### src/rtl/mem_ctrl_arbiter.sv
// rtl/mem_ctrl_arbiter.sv - two-master round-robin front end for a write-through cache and its RAM
//
// Ports:
//   clk, rst                    clock, asynchronous active-low reset
//   reqN_valid/ready/addr/      request channel of master N (N=0,1); ready is combinational
//   reqN_wdata/wr
//   rspN_valid/rdata            one-cycle completion pulse and read data to master N
//   cache_addr/wdata/wr_en/     cache lookup, write-hit update and read-miss fill
//   fill_en/rdata/hit
//   ram_addr/wdata/wr_en/rdata  backing RAM access
//   busy, grant_id              transaction in flight and the port that owns it
module mem_ctrl_arbiter #(
    parameter int ADDR_WIDTH  = 32,
    parameter int DATA_WIDTH  = 8,
    parameter int RAM_LATENCY = 2
) (
    input  logic                  clk,
    input  logic                  rst,
    input  logic                  req0_valid,
    output logic                  req0_ready,
    input  logic [ADDR_WIDTH-1:0] req0_addr,
    input  logic [DATA_WIDTH-1:0] req0_wdata,
    input  logic                  req0_wr,
    input  logic                  req1_valid,
    output logic                  req1_ready,
    input  logic [ADDR_WIDTH-1:0] req1_addr,
    input  logic [DATA_WIDTH-1:0] req1_wdata,
    input  logic                  req1_wr,
    output logic                  rsp0_valid,
    output logic [DATA_WIDTH-1:0] rsp0_rdata,
    output logic                  rsp1_valid,
    output logic [DATA_WIDTH-1:0] rsp1_rdata,
    output logic [ADDR_WIDTH-1:0] cache_addr,
    output logic [DATA_WIDTH-1:0] cache_wdata,
    output logic                  cache_wr_en,
    output logic                  cache_fill_en,
    input  logic [DATA_WIDTH-1:0] cache_rdata,
    input  logic                  cache_hit,
    output logic [ADDR_WIDTH-1:0] ram_addr,
    output logic [DATA_WIDTH-1:0] ram_wdata,
    output logic                  ram_wr_en,
    input  logic [DATA_WIDTH-1:0] ram_rdata,
    output logic                  busy,
    output logic                  grant_id
);
    localparam int CW = $clog2(RAM_LATENCY + 1);
    localparam logic [CW-1:0] CNT_LOAD = CW'(RAM_LATENCY - 1);
    localparam logic [CW-1:0] CNT_ONE  = CW'(1);

    typedef enum logic [1:0] {IDLE, LOOKUP, RAM_WAIT, RESPOND} state_t;

    state_t                state;
    logic                  last_grant;
    logic                  pick;
    logic                  accept;
    logic                  fin_hit;
    logic                  fin_ram;
    logic [DATA_WIDTH-1:0] fin_data;
    logic [ADDR_WIDTH-1:0] addr_q;
    logic [DATA_WIDTH-1:0] wdata_q;
    logic                  wr_q;
    logic [DATA_WIDTH-1:0] cache_wdata_q;
    logic [CW-1:0]         cnt;

    // On a tie the port not served last wins; otherwise whichever port is asking.
    always_comb begin
        pick = (req0_valid && req1_valid) ? ~last_grant : req1_valid;
    end

    assign req0_ready = (state == IDLE) && req0_valid && !pick;
    assign req1_ready = (state == IDLE) && req1_valid && pick;
    assign accept     = req0_ready || req1_ready;

    // The fill has to carry RAM data in the same cycle it arrives, so the fill
    // cycle bypasses the data register; the register then holds that value.
    assign cache_wdata = cache_fill_en ? ram_rdata : cache_wdata_q;

    always_comb begin
        fin_hit  = (state == LOOKUP) && !wr_q && cache_hit;
        fin_ram  = (state == RAM_WAIT) && (cnt == '0);
        fin_data = fin_hit ? cache_rdata : (wr_q ? '0 : ram_rdata);
    end

    always_ff @(posedge clk or negedge rst) begin
        if (!rst) begin
            state         <= IDLE;
            last_grant    <= 1'b1;
            addr_q        <= '0;
            wdata_q       <= '0;
            wr_q          <= 1'b0;
            cnt           <= '0;
            rsp0_valid    <= 1'b0;
            rsp0_rdata    <= '0;
            rsp1_valid    <= 1'b0;
            rsp1_rdata    <= '0;
            cache_addr    <= '0;
            cache_wdata_q <= '0;
            cache_wr_en   <= 1'b0;
            cache_fill_en <= 1'b0;
            ram_addr      <= '0;
            ram_wdata     <= '0;
            ram_wr_en     <= 1'b0;
            busy          <= 1'b0;
            grant_id      <= 1'b0;
        end else begin
            // Pulses and enables are registered for the state being entered.
            rsp0_valid    <= 1'b0;
            rsp1_valid    <= 1'b0;
            cache_wr_en   <= 1'b0;
            cache_fill_en <= 1'b0;
            ram_wr_en     <= 1'b0;

            case (state)
                IDLE: begin
                    if (accept) begin
                        addr_q        <= pick ? req1_addr : req0_addr;
                        wdata_q       <= pick ? req1_wdata : req0_wdata;
                        wr_q          <= pick ? req1_wr : req0_wr;
                        grant_id      <= pick;
                        last_grant    <= pick;
                        cache_addr    <= pick ? req1_addr : req0_addr;
                        cache_wdata_q <= pick ? req1_wdata : req0_wdata;
                        cache_wr_en   <= pick ? req1_wr : req0_wr;
                        busy          <= 1'b1;
                        state         <= LOOKUP;
                    end
                end
                LOOKUP: begin
                    if (!fin_hit) begin
                        cnt       <= CNT_LOAD;
                        ram_addr  <= addr_q;
                        ram_wdata <= wdata_q;
                        ram_wr_en <= wr_q;
                        // A one-cycle RAM wait is also the fill cycle.
                        cache_fill_en <= !wr_q && (CNT_LOAD == '0);
                        state     <= RAM_WAIT;
                    end
                end
                RAM_WAIT: begin
                    if (cnt != '0) begin
                        cnt           <= cnt - CNT_ONE;
                        cache_fill_en <= !wr_q && (cnt == CNT_ONE);
                    end else if (!wr_q) begin
                        cache_wdata_q <= ram_rdata;
                    end
                end
                RESPOND: begin
                    busy  <= 1'b0;
                    state <= IDLE;
                end
                default: state <= IDLE;
            endcase

            if (fin_hit || fin_ram) begin
                state <= RESPOND;
                if (grant_id) begin
                    rsp1_valid <= 1'b1;
                    rsp1_rdata <= fin_data;
                end else begin
                    rsp0_valid <= 1'b1;
                    rsp0_rdata <= fin_data;
                end
            end
        end
    end
endmodule
### config.mk
export PLATFORM = sky130hd
export DESIGN_NAME = mem_ctrl_arbiter
export DESIGN_NICKNAME = d
export VERILOG_FILES = /design/src/rtl/mem_ctrl_arbiter.sv
export SDC_FILE = /design/constraint.sdc
export NUM_CORES = 1
export LEC_CHECK = 0
export CELL_PAD_IN_SITES_DETAIL_PLACEMENT = 1
export CELL_PAD_IN_SITES_GLOBAL_PLACEMENT = 1
export CORE_MARGIN = 4
export CORE_UTILIZATION = 33
export DETAILED_ROUTE_END_ITERATION = 16
export PLACE_DENSITY_LB_ADDON = 0.1
export SLEW_MARGIN = 20
export SYNTH_ARGS = -nofsm -noshare
export SYNTH_HDL_FRONTEND = slang
export SYNTH_SLANG_ARGS = --single-unit
### constraint.sdc
create_clock -name clk -period 1.9 [get_ports clk]
set_input_delay 0.475 -clock clk [delete_from_list [all_inputs] [get_ports clk]]
set_output_delay 0.475 -clock clk [all_outputs]
set_load 0.03 [all_outputs]
Word-level counts from Yosys, hierarchy flattened
Index checks and enable logic that the tools add are counted.
Cells by class
  $add $sub $neg: 1
  equal/unequal tests: 11
  mux-type cells: 30
  bitwise gates (word level): 3
  reductions and logical operators: 28
Operators with widths (number)
  $mux W8: 7
  $mux W32: 1
  $pmux W8 S2: 1
  $mux W1: 13
  $mux W2: 5
  $reduce_and A2 Y1: 5
  $logic_and A1 B1 Y1: 9
  $ne A2 B2 Y1 const B: 4
  $reduce_bool A2 Y1: 4
  $ne A3 B2 Y1 const B: 2
  $pmux W2 S3: 1
  $reduce_and A3 Y1: 2
  $eq A2 B1 Y1 const B: 2
  $eq A2 B2 Y1 const B: 2
  $logic_not A2 Y1: 2
  $pmux W2 S2: 1
  $reduce_and A4 Y1: 1
  $reduce_bool A4 Y1: 1
  $not A1 Y1: 3
  $logic_not A1 Y1: 2
  $logic_or A1 B1 Y1: 2
  $ne A2 B1 Y1 const B: 1
  $pmux W1 S2: 1
  $sub A2 B1 Y2 const B: 1
Word-level totals
  register bits after elaboration: 117
  input port bits: 103
  output and inout port bits: 105
  logic and storage cells: 91

Longest topological paths before layout
Gate-level depths: netlist of run 1.
  word-level depth: 8
  mapped depth: 8
  depth with buffers taken out: 6

Worst setup path before layout of run 1
No wires, ideal clock.
  kind: in2out
  start: input req1_valid
  end: output req0_ready
  arrival time: 1.318 ns
  required time: 1.425 ns
  setup slack: 0.107 ns
  stages on the path: 4
  buffers on the path: 2
  cell sequence: a21boi_2 -> buf_6 -> buf_6 -> nor2_1
Between the ends
  cells in the longest elaborated chain, start to end: 4
Ends and longest elaborated chain
  from (decl): line 24  | input logic req1_valid,
  $logic_and A1 B1 Y1: line 67  | pick = (req0_valid && req1_valid) ? ~last_grant : req1_valid;
  $mux W1 *: line 67
  $logic_not A1 Y1 *: line 70  | assign req0_ready = (state == IDLE) && req0_valid && !pick;
  $logic_and A1 B1 Y1 *: line 70
  to (decl): line 20  | output logic req0_ready,
Every way passes the cells marked *; elsewhere a longest branch is shown, timed or not.

Worst setup path after layout of run 1
  start: register cache_fill_en
  end: output cache_wdata[1]
Between the ends
  cells in the longest elaborated chain, start to end: 1
Ends and longest elaborated chain
  from (decl): line 36  | output logic cache_fill_en,
  from (signal assigned): line 135  | cache_fill_en <= !wr_q && (CNT_LOAD == '0);
  from (signal assigned): line 142  | cache_fill_en <= !wr_q && (cnt == CNT_ONE);
  $mux W8: line 76  | assign cache_wdata = cache_fill_en ? ram_rdata : cache_wdata_q;
  to (decl): line 34  | output logic [DATA_WIDTH-1:0] cache_wdata,
Every way passes these cells.

==> impl_metrics.yaml, run 1 <==
place:
  place_congestion: 0.793
  portBuffers: 207
  dp_hpwl_mm: 12.1
cells_and_area:
  layout-drive-gt1-share: 0.239
  fin_nets: 785
  fillers: 1640
  syn2layout_area_growth_pct: 61.2
sta:
  finalCritPeriodShare: 1.01
  fin_setup_tns_ps: -119
  maxSlewViolCount: 0
  rsz0062_at_grt: "yes"
  tightestPinTransition_ps: 360
  slew_headroom: 0.754
  worst_slack_ps: -23.0
  fin_crit_ps: 1920
  fmax_mhz: 520
  fin_skew_ps: 6.02
  setup_viol: 8
  hold_viol: 0
  hold_slack_ps: 468
routing:
  dr_total_vias: 4237
  wl_per_cell_um: 17.8
  routed_wl_mm: 16.0
  ant_nets: 0
  drcViolationCount: 0
  drt_first_pass_iters: 4
  avgViaCountPerCell: 4.70
  first_iter_violations: 157
outcome:
  status: "complete, but fails checks"
  violations: "negative setup slack"
die:
  start_util: 0.340
  die_y_um: 134
  die_x_um: 134
  io_pins: 208
  rows: 45
  die_area_sq_mm: 0.0179
  core_area_sq_mm: 0.0154
grt:
  grt_pass1_wl_mm: 25.9
  grt_max_degree: 58
  antenna_found_initial: 1
  first_global_vias: 4652
  grt-ovfl-total: 0
  grt_usage: 0.184
synthesis:
  synth_top_area_frac: 0.556
  yosysWarnings: 0
  synthCells: 429
  synth_cell_types: 38
  syn_area_per_cell_sq_um: 12.2
  syn_area_sq_mm: 0.00523
  synth_seq_cells: 117
  yosysSeqAreaShare: 0.561
  yosys.area.top_type: "dfrtp_1"
  synth_area_leaders: "dfrtp_1 56%, mux2_2 12%, mux2i_1 7.9%"
  syn-num-nets: 538
worst_setup_path:
  cp.required_ps: 1420
  crit_type: "reg -> out"
  arrival_ps: 1450
  worstPathMaxFanout: 7
  endpoint_kind: "output pin"
  worst_setup_path_start_kind: "flop"
min_path:
  hp-class: "in -> async"
clocking:
  clkTransAtPathRegs_ps: 50
  clk_path_buf_depth: 2
  cts_tree: "yes"
  clockRootBuffer: "clkbuf_16"
  clock_latency_ps: 410
  htree_levels: 4
  cts_made_buffers: 17
  cts_sinks: 117
run:
  maxCapViolations: 0
pwr:
  p_int_mw: 8.97
  p_comb_frac: 0.498
  leakage_nw: 4.08
  switching_share: 0.410
  p_per_area_mw_per_mm2: 1810
  netSwitchingPower_mw: 6.24
  power_frac_seq: 0.287
  clkPwrFrac: 0.215
  irDropWorstVdd_mv: 0.898
  total_power_mw: 15.2
layer usage:
layer  up-vias  wire length, um  global-route usage
li1       2002                -                   -
met1      2097             6830               0.227
met2       117             8150               0.311
met3        21              829              0.0518
met4         0              224              0.0600
met5         -                0                   0
path summary, 6_finish.rpt:
kind / from / endpoint / slack, ps / cells after the start
worst max-delay path: cache_fill_en / cache_wdata[1] / -20 / 3
worst min-delay path: rst / addr_q[21] / 470 / 2
min in group clk: wdata_q[1] / wdata_q[1] / 470 / 2
max in group asynchronous: rst / ram_wr_en / 850 / 3
worst max register to register: state[1] / ram_addr[12] / 20 / 7
worst min register to register: wdata_q[1] / wdata_q[1] / 470 / 2
layout by cell type, fill, tap and decap left out, types with 2 or more instances in the layout:
master	n
dfrtp_1	116
clkdlybuf4s50_1	99
dlygate4sd2_1	94
nand2_1	53
mux2_2	48
o21ai_0	43
mux2i_1	41
buf_4	38
a21oi_1	18
clkbuf_16	17
mux2_4	16
nor2_1	14
buf_6	13
nand3_1	8
a211oi_1	7
buf_12	6
ha_1	5
inv_1	4
clkbuf_1	4
clkinvlp_4	3
clkbuf_8	3
bufinv_16	3
inv_2	2
nor2_2	2
nor3_1	2
o21ai_4	2
a21o_1	2
clkinv_2	2
dlymetal6s2s_1	2
through the flow:
| step | util | worst slack, ps | instances | area, sq um |
|---|---|---|---|---|
| 2_1_floorplan | - | 107 | 429 | 5230 |
| 3_3_place_gp | 0.504 | -282 | 858 | 7750 |
| 3_5_place_dp | 0.504 | -318 | 858 | 7750 |
| 4_1_cts | 0.544 | -54.2 | 895 | 8360 |
| 5_1_grt | 0.548 | -83.2 | 901 | 8420 |
| 6_report | 0.548 | -23.0 | 901 | 8420 |
cell type report:
class | count | area (sq um) | share of cell area
Clock inverter | 8 | 123 | 0.0146
Antenna cell | 1 | 2.50 | 0.000297
Inverter | 6 | 22.5 | 0.00267
Multi-Input combinational cell | 281 | 2200 | 0.261
Tap cell | 211 | 264 | 0.0314
Timing Repair Buffer | 253 | 2400 | 0.285
Clock buffer | 24 | 482 | 0.0572
Sequential cell | 117 | 2930 | 0.348
Yosys cell counts:
cell and number:
mux2i_1 41, o21ai_1 2, nand3b_1 1, a21o_1 2, dfstp_2 1, a21oi_1 18, nand2_1 53, o21ai_0 43
a2bb2oi_4 1, nor2_1 16, nand2_4 1, nor3b_4 1, mux2_2 56, o21a_1 1, buf_8 1, o22ai_1 1
ha_1 6, dfrtp_1 116, clkbuf_1 10, nand2b_1 2, a211oi_1 7, and2_1 2, buf_4 2, a221oi_1 1
a21boi_2 1, nand3_1 8, inv_1 6, o2bb2ai_1 1, nand2b_4 1, mux2_4 8, a2111oi_0 1, nor2_4 1
and3_1 1, o311ai_0 1, nor3_1 2, buf_6 5, nor2b_1 1, buf_2 7
power by group through the flow:
stage	combinational [mW]	clock, mW	sequential [mW]
floorplan	2.81	0	6.12
global placement	7.77	0	4.38
detailed placement	7.95	0	4.44
CTS	7.58	3.35	4.39
global route	8.12	3.47	4.54
finish	7.57	3.27	4.37
state kept, by name (all words and copies together), names as in the netlist:
name           flops
busy               1
state              2
wr_q               1
grant_id           1
last_grant         1
rsp1_valid         1
addr_q            32
ram_wr_en          1
rsp0_rdata         8
rsp0_valid         1
cache_wdata_q      8
rsp1_rdata         8
cache_wr_en        1
ram_wdata          8
wdata_q            8
ram_addr          32
cache_fill_en      1
cnt                2
what timing repair did:
item | CTS | global route
endpoints found under the hold margin | 11 | 0
endpoints found under the setup margin | 108 | 23
gates resized for setup | 118 | 7
hold buffers | 1 | 0
pin swaps | 2 | 1
buffers inserted | 4 | 5
worst max-delay path: stages (launching register included):
cell	delay, ps
dfrtp_1	400
buf_6	180
mux2_4	320
buf_6	140
cell families (layout without fill, tap and decap cells):
family | count (synthesis) | after routing | share of synthesized area
AND/OR/NAND/NOR | 90 | 90 | 0.0783
buffers and inverters | 31 | 291 | 0.0347
AO/OA/AOI/OAI | 80 | 80 | 0.0898
flip-flops | 117 | 117 | 0.561
adder cells (fa/ha/maj) | 6 | 6 | 0.0144
multiplexers | 105 | 105 | 0.222
other | 0 | 1 | 0
Power figures use the tool's default switching activity.
==> run 2, diff against run 1 <==
SKIP_CTS_REPAIR_TIMING = 1   (was not set)
==> run 2 against run 1 <==
  * The flow still finishes with violations (negative setup slack)
  * Global-route usage is 0.31 points lower
  * Critical path depth stayed put
  * Cell area is 4.1% higher
  * Routed wire length is 1.2% higher
  * Highest routed layer unchanged
  * Critical endpoint unchanged
  * Flip-flop and latch count stayed put
  * Non-clock buffer count is 1 lower
  * Cell count is 0.11% lower
  * Worst hold slack worse by 3.5 ps
  * Sequential share of layout area is 1.4 points lower
  * Sequential power hardly changed
==> impl_metrics.yaml, run 2 (synthesis results as in run 1) <==
outcome:
  status: "complete, but fails checks"
  violations: "negative setup slack"
worst_setup_path:
  endpoint_kind: "output pin"
  cp.depth: 3
  reg2reg_depth: 7
  crit_type: "reg -> out"
  cp_common_cell: "buf_6"
  crit_buf_inv: 2
  arrival_ps: 1460
  cpMaxStageDelayCell: "dfrtp_1"
  path_cells: "buf_6, mux2_4, buf_6"
  worstPathMaxFanout: 7
  path_delay_family: "flip-flops"
  worst_setup_path_start_kind: "flop"
  cp.required_ps: 1420
  slowest_delay_ps: 410
routing:
  first_iter_violations: 137
  avgViaCountPerCell: 4.71
  dr_total_vias: 4236
  wl_per_cell_um: 18.0
  drt_first_pass_iters: 4
  drcViolationCount: 0
  routed_wl_mm: 16.2
  ant_nets: 0
die:
  die_y_um: 134
  die_area_sq_mm: 0.0179
  io_pins: 208
  rows: 45
  die_x_um: 134
  core_area_sq_mm: 0.0154
  start_util: 0.340
sta:
  worst_slack_ps: -35.3
  rsz0062_at_grt: "yes"
  slew_headroom: 0.719
  hold_viol: 0
  maxSlewViolCount: 0
  fin_skew_ps: 5.98
  tightestPinTransition_ps: 412
  hold_slack_ps: 464
  fmax_mhz: 517
  setup_viol: 8
  fin_crit_ps: 1940
  finalCritPeriodShare: 1.02
cells_and_area:
  multiInputGateArea_sq_mm: 0.00220
  reg_top3: "addr_q: 32 flops, ram_addr: 32 flops"
  layout.cells.non_filler: 900
  fin_nets: 784
  syn2layout_area_growth_pct: 67.7
  regArea_sq_mm: 0.00293
  layout-drive-gt1-share: 0.238
  fillers: 1571
  final_cell_mix: "116 x dfrtp_1, 99 x clkdlybuf4s50_1, 96 x dlymetal6s2s_1, 53 x nand2_1, 48 x mux2_2"
  final_common_cell: "dfrtp_1"
grt:
  grt_pass1_wl_mm: 25.5
  grt_usage: 0.181
  first_global_vias: 4608
  antenna_found_initial: 1
  grt_max_degree: 58
  grt-ovfl-total: 0
clocking:
  clk_path_buf_depth: 2
  cts_made_buffers: 17
  clock_latency_ps: 410
  htree_levels: 4
  clkTransAtPathRegs_ps: 50
  cts_sinks: 117
  clockRootBuffer: "clkbuf_16"
  cts_tree: "yes"
place:
  dp.cells: 858
  place_congestion: 0.793
  dp_hpwl_mm: 12.1
  portBuffers: 207
run:
  maxCapViolations: 0
pwr:
  p_per_area_mw_per_mm2: 1790
  irDropWorstVdd_mv: 0.893
  leakage_nw: 4.98
min_path:
  hp-class: "in -> async"
run 2: changes by cell type in the layout (fill, tap and decap cells not counted):
cell and delta:
dlygate4sd2_1 -94, buf_6 -1, dlymetal6s2s_1 +94
run 2: final timing paths:
check	from	endpoint	slack (ps)
worst min register to register	wdata_q[1]	wdata_q[1]	470
worst max register to register	state[1]	ram_addr[12]	30
min in group clk	wdata_q[1]	wdata_q[1]	470
worst max-delay path	cache_fill_en	cache_wdata[1]	-40
worst min-delay path	rst	addr_q[21]	460
max in group asynchronous	rst	ram_wr_en	860
run 2: metrics by stage:
stage / setup slack (ps) / power (mW) / TNS, ps / utilization / area (sq um)
finish: -35.3 / 15.7 / -198 / 0.570 / 8760
global route: -81.6 / 16.6 / -697 / 0.570 / 8760
CTS: -252 / 15.8 / -5700 / 0.543 / 8350
detailed placement: -318 / 12.4 / -18540 / 0.504 / 7750
global placement: -282 / 12.2 / -15980 / 0.504 / 7750
floorplan: 107 / 8.93 / 0 / - / 5230
run 2: power breakdown:
| part | internal, mW | leakage, nW | switching [mW] |
|---|---|---|---|
| clock network | 2.16 | 0.286 | 1.11 |
| registers | 3.67 | 1.44 | 0.699 |
| logic | 3.62 | 3.26 | 4.44 |
| total | 9.45 | 4.98 | 6.25 |
run 2: metal layers:
metal / vias up / track usage / wire [um]
li1: 1999 / - / -
met1: 2105 / 0.224 / 6860
met2: 116 / 0.306 / 8360
met3: 16 / 0.0514 / 821
met4: 0 / 0.0560 / 179
met5: - / 0 / 0
run 2: final cells by class:
type,instances,share of cell area
antenna,1,0.000286
inverter,6,0.00257
multi-input combinational,281,0.251
sequential,117,0.334
tap,211,0.0301
clock inverter,8,0.0140
timing repair buffer,252,0.313
clock buffer,24,0.0550
==> patch 1 (settings of run 1) <==
Encoding of `state_t`: now one-hot (4 bits for 4 states).
--- a/src/rtl/mem_ctrl_arbiter.sv
+++ b/src/rtl/mem_ctrl_arbiter.sv
@@ -49,3 +49,3 @@
 
-    typedef enum logic [1:0] {IDLE, LOOKUP, RAM_WAIT, RESPOND} state_t;
+    typedef enum logic [3:0] {IDLE = 4'b0001, LOOKUP = 4'b0010, RAM_WAIT = 4'b0100, RESPOND = 4'b1000} state_t;
 
Check against the original RTL: no difference found for any inputs over 4 cycles, from zero or initial values and one cycle with rst low; so few cycles prove little.
==> patch 1 against run 1 <==
The run still ends with negative setup slack left; setup slack worse by 0.35 ns; count of clock-buffer cells in the layout decreased by 5; critical path depth increased by 1; area after synthesis decreased by 2.0%; routed wire length rose by 11%; combinational power up 13%; sequential cell count rose by 2; final area grew 3.9%; total power is 8.9% higher.
==> patch 1: results (changes against run 1) <==
For the total routed wire length on the met1 layer, the log shows 7527 um (was 6830 um). The run gives 0.008092 ns (was 0.006023 ns) as the worst setup skew after layout. The tools report the detailed placer's ending HPWL as 12,120 um (was 12,070 um). The number of nets in the layout was 818 (was 785). Number of antenna violations at the first check in global routing: 0 (was 1).

The run finished, with violations left. The logs give 8913 um (was 8149 um) for the routed length on met2 and 37 (was 38) for the count of unique library cells instantiated by Yosys. The worst slack at placement came out at -0.2627 ns (was -0.3184 ns). For the sum of met3 wire segment lengths after detailed routing, the log shows 1014 um (was 829 um). For the data arrival time of the critical path, the log shows 1.80 ns (was 1.45 ns). The worst-case setup margin in the final layout is -0.3730 ns (was -0.02297 ns), and the fraction of layout cells with a size suffix above 1 is 25.48% (was 23.95%). The overall routing resource usage came out at 20.31% (was 18.38%).

The run gives 39 (was 58) as the maximum number of pins on one net before global-route repair. Transition time at the pin with the least slew margin: 0.4871 ns (was 0.3604 ns). Top routing layer in use: met4 (unchanged). Leading post-synthesis cells by cell area: sky130_fd_sc_hd__dfrtp_1 (57%), sky130_fd_sc_hd__mux2_2 (12%), sky130_fd_sc_hd__nand2_1 (5.1%), sky130_fd_sc_hd__a31oi_1 (3.9%), sky130_fd_sc_hd__nor2_1 (3.9%) (was sky130_fd_sc_hd__dfrtp_1 (56%), sky130_fd_sc_hd__mux2_2 (12%), sky130_fd_sc_hd__mux2i_1 (7.9%), sky130_fd_sc_hd__o21ai_0 (4.1%), sky130_fd_sc_hd__nand2_1 (3.8%)).

Failing checks: negative setup slack (unchanged). The number of global-route vias before repair was 5,100 (was 4,652); the synthesized netlist net count was 551 (was 538). The final estimated routing congestion in global placement is 0.8223 (was 0.7930). The count of mapped cells out of synthesis was 446 (was 429); the largest vdd supply drop was 0.9128 mV (was 0.8985 mV). The run gives 124 (was 157) as the DRC marker count from the first detailed-route iteration. The logs give 4,502 (was 4,237) for the count of vias placed by the detailed router and 6.795 mW (was 6.236 mW) for the power spent charging and discharging nets. Commonest cells post-synth: sky130_fd_sc_hd__dfrtp_1 (117), sky130_fd_sc_hd__nand2_1 (69), sky130_fd_sc_hd__mux2_2 (54) (was sky130_fd_sc_hd__dfrtp_1 (116), sky130_fd_sc_hd__mux2_2 (56), sky130_fd_sc_hd__nand2_1 (53)). The number of failing setup endpoints in the final timing report came out at 57 (was 8). The run gives 28,260 um (was 25,900 um) as the global-route wire length before repair. The run gives 7792 um2 (was 7747 um2) as the placement-stage cell area. The run gives 0 (was 1) as the antenna diode count. The tools report the cell total after placement as 865 (was 858).
[patch 1: cell types whose count changed after synthesis, sizes merged, moves of 3 or more]
cell,run 1,this run
o21ai,45,3
ha,6,2
nor4b,0,3
nand3,8,0
nor2,17,54
a31oi,0,32
mux2,64,56
a211oi,7,0
nand2,54,70
o2bb2ai,1,16
mux2i,41,16
[patch 1: what timing repair did]
action | in CTS | in global routing
setup buffers | 8 | 5
pin swaps | 1 | 1
setup endpoints to repair | 152 | 82
cloned | 4 | 1
resized for setup | 121 | 21
[patch 1: path summary, 6_finish.rpt]
| path | slack, ns | from | end | cells after the start |
|---|---|---|---|---|
| max | -0.37 | state[0] | req1_ready | 4 |
| min | 0.03 | rst | ram_addr[11] | 1 |
| max reg2reg | -0.15 | state[0] | addr_q[24] | 7 |
| min reg2reg | 0.48 | rsp0_rdata[3] | rsp0_rdata[3] | 1 |
| max in group asynchronous | 1.28 | rst | rsp0_rdata[5] | 2 |
| min in group clk | 0.48 | rsp0_rdata[3] | rsp0_rdata[3] | 1 |
[patch 1: per-layer routing]
metal  global-route usage [%]  vias to the layer above
met5                        0                        -
met4                    6.755                        0
met3                    6.160                       21
met2                    34.69                      146
met1                    24.53                     2242
li1                         -                     2093
[patch 1: power by group through the flow]
stage | Sequential, mW | Clock, mW | Combinational, mW
final | 4.61 | 3.37 | 8.59
after global routing | 4.80 | 3.57 | 9.12
after CTS | 4.62 | 3.43 | 8.41
after detailed placement | 4.67 | 0 | 8.21
after global placement | 4.59 | 0 | 8.04
after floorplan | 6.50 | 0 | 2.72
[patch 1: cells by family after synthesis]
logic type	synth area share, %
mux	15.45
fa+ha+maj	0.4888
buf+inv	3.373
compound gates	10.41
flops	58.23
simple gates	12.05
[patch 1: per-stage QoR]
stage	hold WS, ns	utilization, %	setup TNS [ns]
2_1_floorplan	0.1794	-	-0.1311
3_3_place_gp	0.4728	51.26	-13.82
3_5_place_dp	0.4705	51.26	-17.03
4_1_cts	0.03033	56.58	-5.844
5_1_grt	0.04688	57.56	-9.158
6_report	0.02615	57.56	-5.444
[patch 1: layout make-up]
type | instances | area, um2
Clock inverter | 13 | 168.9
Inverter | 8 | 30.03
Clock buffer | 19 | 452.9
Sequential cell | 119 | 2980
Timing Repair Buffer | 275 | 2813
Multi-Input combinational cell | 292 | 2071
Tap cell | 188 | 235.2
Fill cell | 1608 | 6451
[patch 1: critical path, cell delays in order (launching register included)]
cell and delay, ns:
sky130_fd_sc_hd__dfstp_2 0.53, sky130_fd_sc_hd__or4b_4 0.49, sky130_fd_sc_hd__buf_6 0.15, sky130_fd_sc_hd__nor2_4 0.09, sky130_fd_sc_hd__buf_6 0.14
==> patch 2 (flow settings as in run 1) <==
Made on the original files. `RAM_LATENCY`: 2 -> 4.
--- a/src/rtl/mem_ctrl_arbiter.sv
+++ b/src/rtl/mem_ctrl_arbiter.sv
@@ -14,3 +14,3 @@
     parameter int DATA_WIDTH  = 8,
-    parameter int RAM_LATENCY = 2
+    parameter int RAM_LATENCY = 4
 ) (
Function: changed (Yosys sat finds a counterexample within 4 cycles, from zero or initial values and one cycle with rst low).
==> patch 2 against run 1 <==
Total power up 3.6%; area after synthesis up 5.7%; first-iteration DRC count up 25%; die area up 5.3%; count of clock-buffer cells in the layout down 3; sequential power up 1%; critical path depth unchanged; final area up 4.8%; setup slack better by 0.031 ns; clock skew up 0.0047 ns; routed wire length up 6.0%; sequential cell count up 1; synthesized cell count up 7.9%; critical path type unchanged; highest routed layer is now met5.
==> patch 2: results (changes against run 1) <==
Commonest cells post-synth: sky130_fd_sc_hd__dfrtp_1 (117), sky130_fd_sc_hd__mux2_2 (56), sky130_fd_sc_hd__mux2i_1 (50) (was sky130_fd_sc_hd__dfrtp_1 (116), sky130_fd_sc_hd__mux2_2 (56), sky130_fd_sc_hd__nand2_1 (53)). The number of inserted filler cells in the final layout is 1,773 (was 1,640). The final estimated routing congestion in global placement is 0.7842 (was 0.7930). The portion of the post-synthesis area used by sequential elements came out at 53.50% (was 56.06%). The routed wire length per instance was 18.08 um (was 17.80 um); the global-route wire length before repair was 26,700 um (was 25,900 um).

The largest fanout on the critical path works out to 8 (was 7). The total of cells resized after clock tree synthesis was 115 (was 118); the fraction of layout cells with a size suffix above 1 was 25.28% (was 23.95%). The tools report the count of mapped cells out of synthesis as 463 (was 429). Leading post-synthesis cells by cell area: sky130_fd_sc_hd__dfrtp_1 (53%), sky130_fd_sc_hd__mux2_2 (11%), sky130_fd_sc_hd__mux2i_1 (9.1%), sky130_fd_sc_hd__o21ai_0 (4.3%), sky130_fd_sc_hd__nand2_1 (3.2%) (was sky130_fd_sc_hd__dfrtp_1 (56%), sky130_fd_sc_hd__mux2_2 (12%), sky130_fd_sc_hd__mux2i_1 (7.9%), sky130_fd_sc_hd__o21ai_0 (4.1%), sky130_fd_sc_hd__nand2_1 (3.8%)). The synthesized netlist net count is 574 (was 538), and the number of cells in the finished layout apart from fillers is 940 (was 901).

The leakage power total was 4.205 nW (was 4.076 nW); the worst reg-to-reg path cell count was 6 (was 7). The run gives 0.4802 ns (was 0.4676 ns) as the worst hold slack. For the overall routing resource usage, the log shows 18.41% (was 18.38%). For the worst setup skew after layout, the log shows 0.01074 ns (was 0.006023 ns). The class of the most critical hold timing path is flop to flop (was input pin to async pin). The detailed placer's ending HPWL came out at 12,750 um (was 12,070 um).

The number of nets in the layout was 819 (was 785); the count of unique library cells instantiated by Yosys was 43 (was 38). The run finished with clean final reports. The DRC marker count from the first detailed-route iteration is 197 (was 157). The tools report the worst slack at placement as -0.2847 ns (was -0.3184 ns).

The largest vdd supply drop is 0.8426 mV (was 0.8985 mV). The antenna diode count was 0 (was 1). The transition time at the pin with the least slew margin works out to 0.3823 ns (was 0.3604 ns).
patch 2: through the flow:
stage               area [um2]  TNS (ns)
floorplan                 5522         0
global placement          8132    -13.81
detailed placement        8132    -17.46
CTS                       8678   -0.3176
global route              8828   -0.6591
finish                    8828         0
patch 2: power by group:
| group | internal, mW | switching (mW) |
|---|---|---|
| combinational | 3.46 | 4.67 |
| clock | 2.07 | 1.13 |
| sequential | 3.73 | 0.698 |
patch 2: worst max-delay path: cells and delay by family (launching register included):
kind / cells / cell delay (ns)
buffers and inverters: 2 / 0.30
multiplexers: 1 / 0.31
flip-flops: 1 / 0.39
patch 2: final timing paths:
path	endpoint	start
setup reg to reg	cache_wdata_q[5]	state[1]
hold / removal	wdata_q[2]	wdata_q[2]
max in group asynchronous	ram_addr[14]	rst
hold reg to reg	wdata_q[2]	wdata_q[2]
min in group asynchronous	ram_addr[7]	rst
setup / recovery	cache_wdata[0]	cache_fill_en
patch 2: per-layer routing:
metal,track usage (%),vias to the layer above,wire length (um)
li1,-,2126,-
met1,21.97,2260,6789
met2,31.99,124,8951
met3,5.259,16,1056
met4,5.931,2,182
met5,0,-,13
patch 2: cells by family (layout without fill, tap and decap cells):
logic type	count (synthesis)	after routing	synth area share, %
simple gates	94	94	7.501
compound gates	90	90	10.79
buf+inv	39	296	3.739
flops	118	118	53.50
mux	114	114	22.66
fa+ha+maj	8	8	1.813
patch 2: cell type report:
| cell class | instances | area [um2] | share of cell area, % |
|---|---|---|---|
| clock buffer | 21 | 450.4 | 5.102 |
| sequential | 118 | 2954 | 33.46 |
| inverter | 7 | 27.53 | 0.3118 |
| multi-input combinational | 306 | 2482 | 28.12 |
| clock inverter | 10 | 130.1 | 1.474 |
| tap | 220 | 275.3 | 3.118 |
| timing repair buffer | 258 | 2509 | 28.42 |
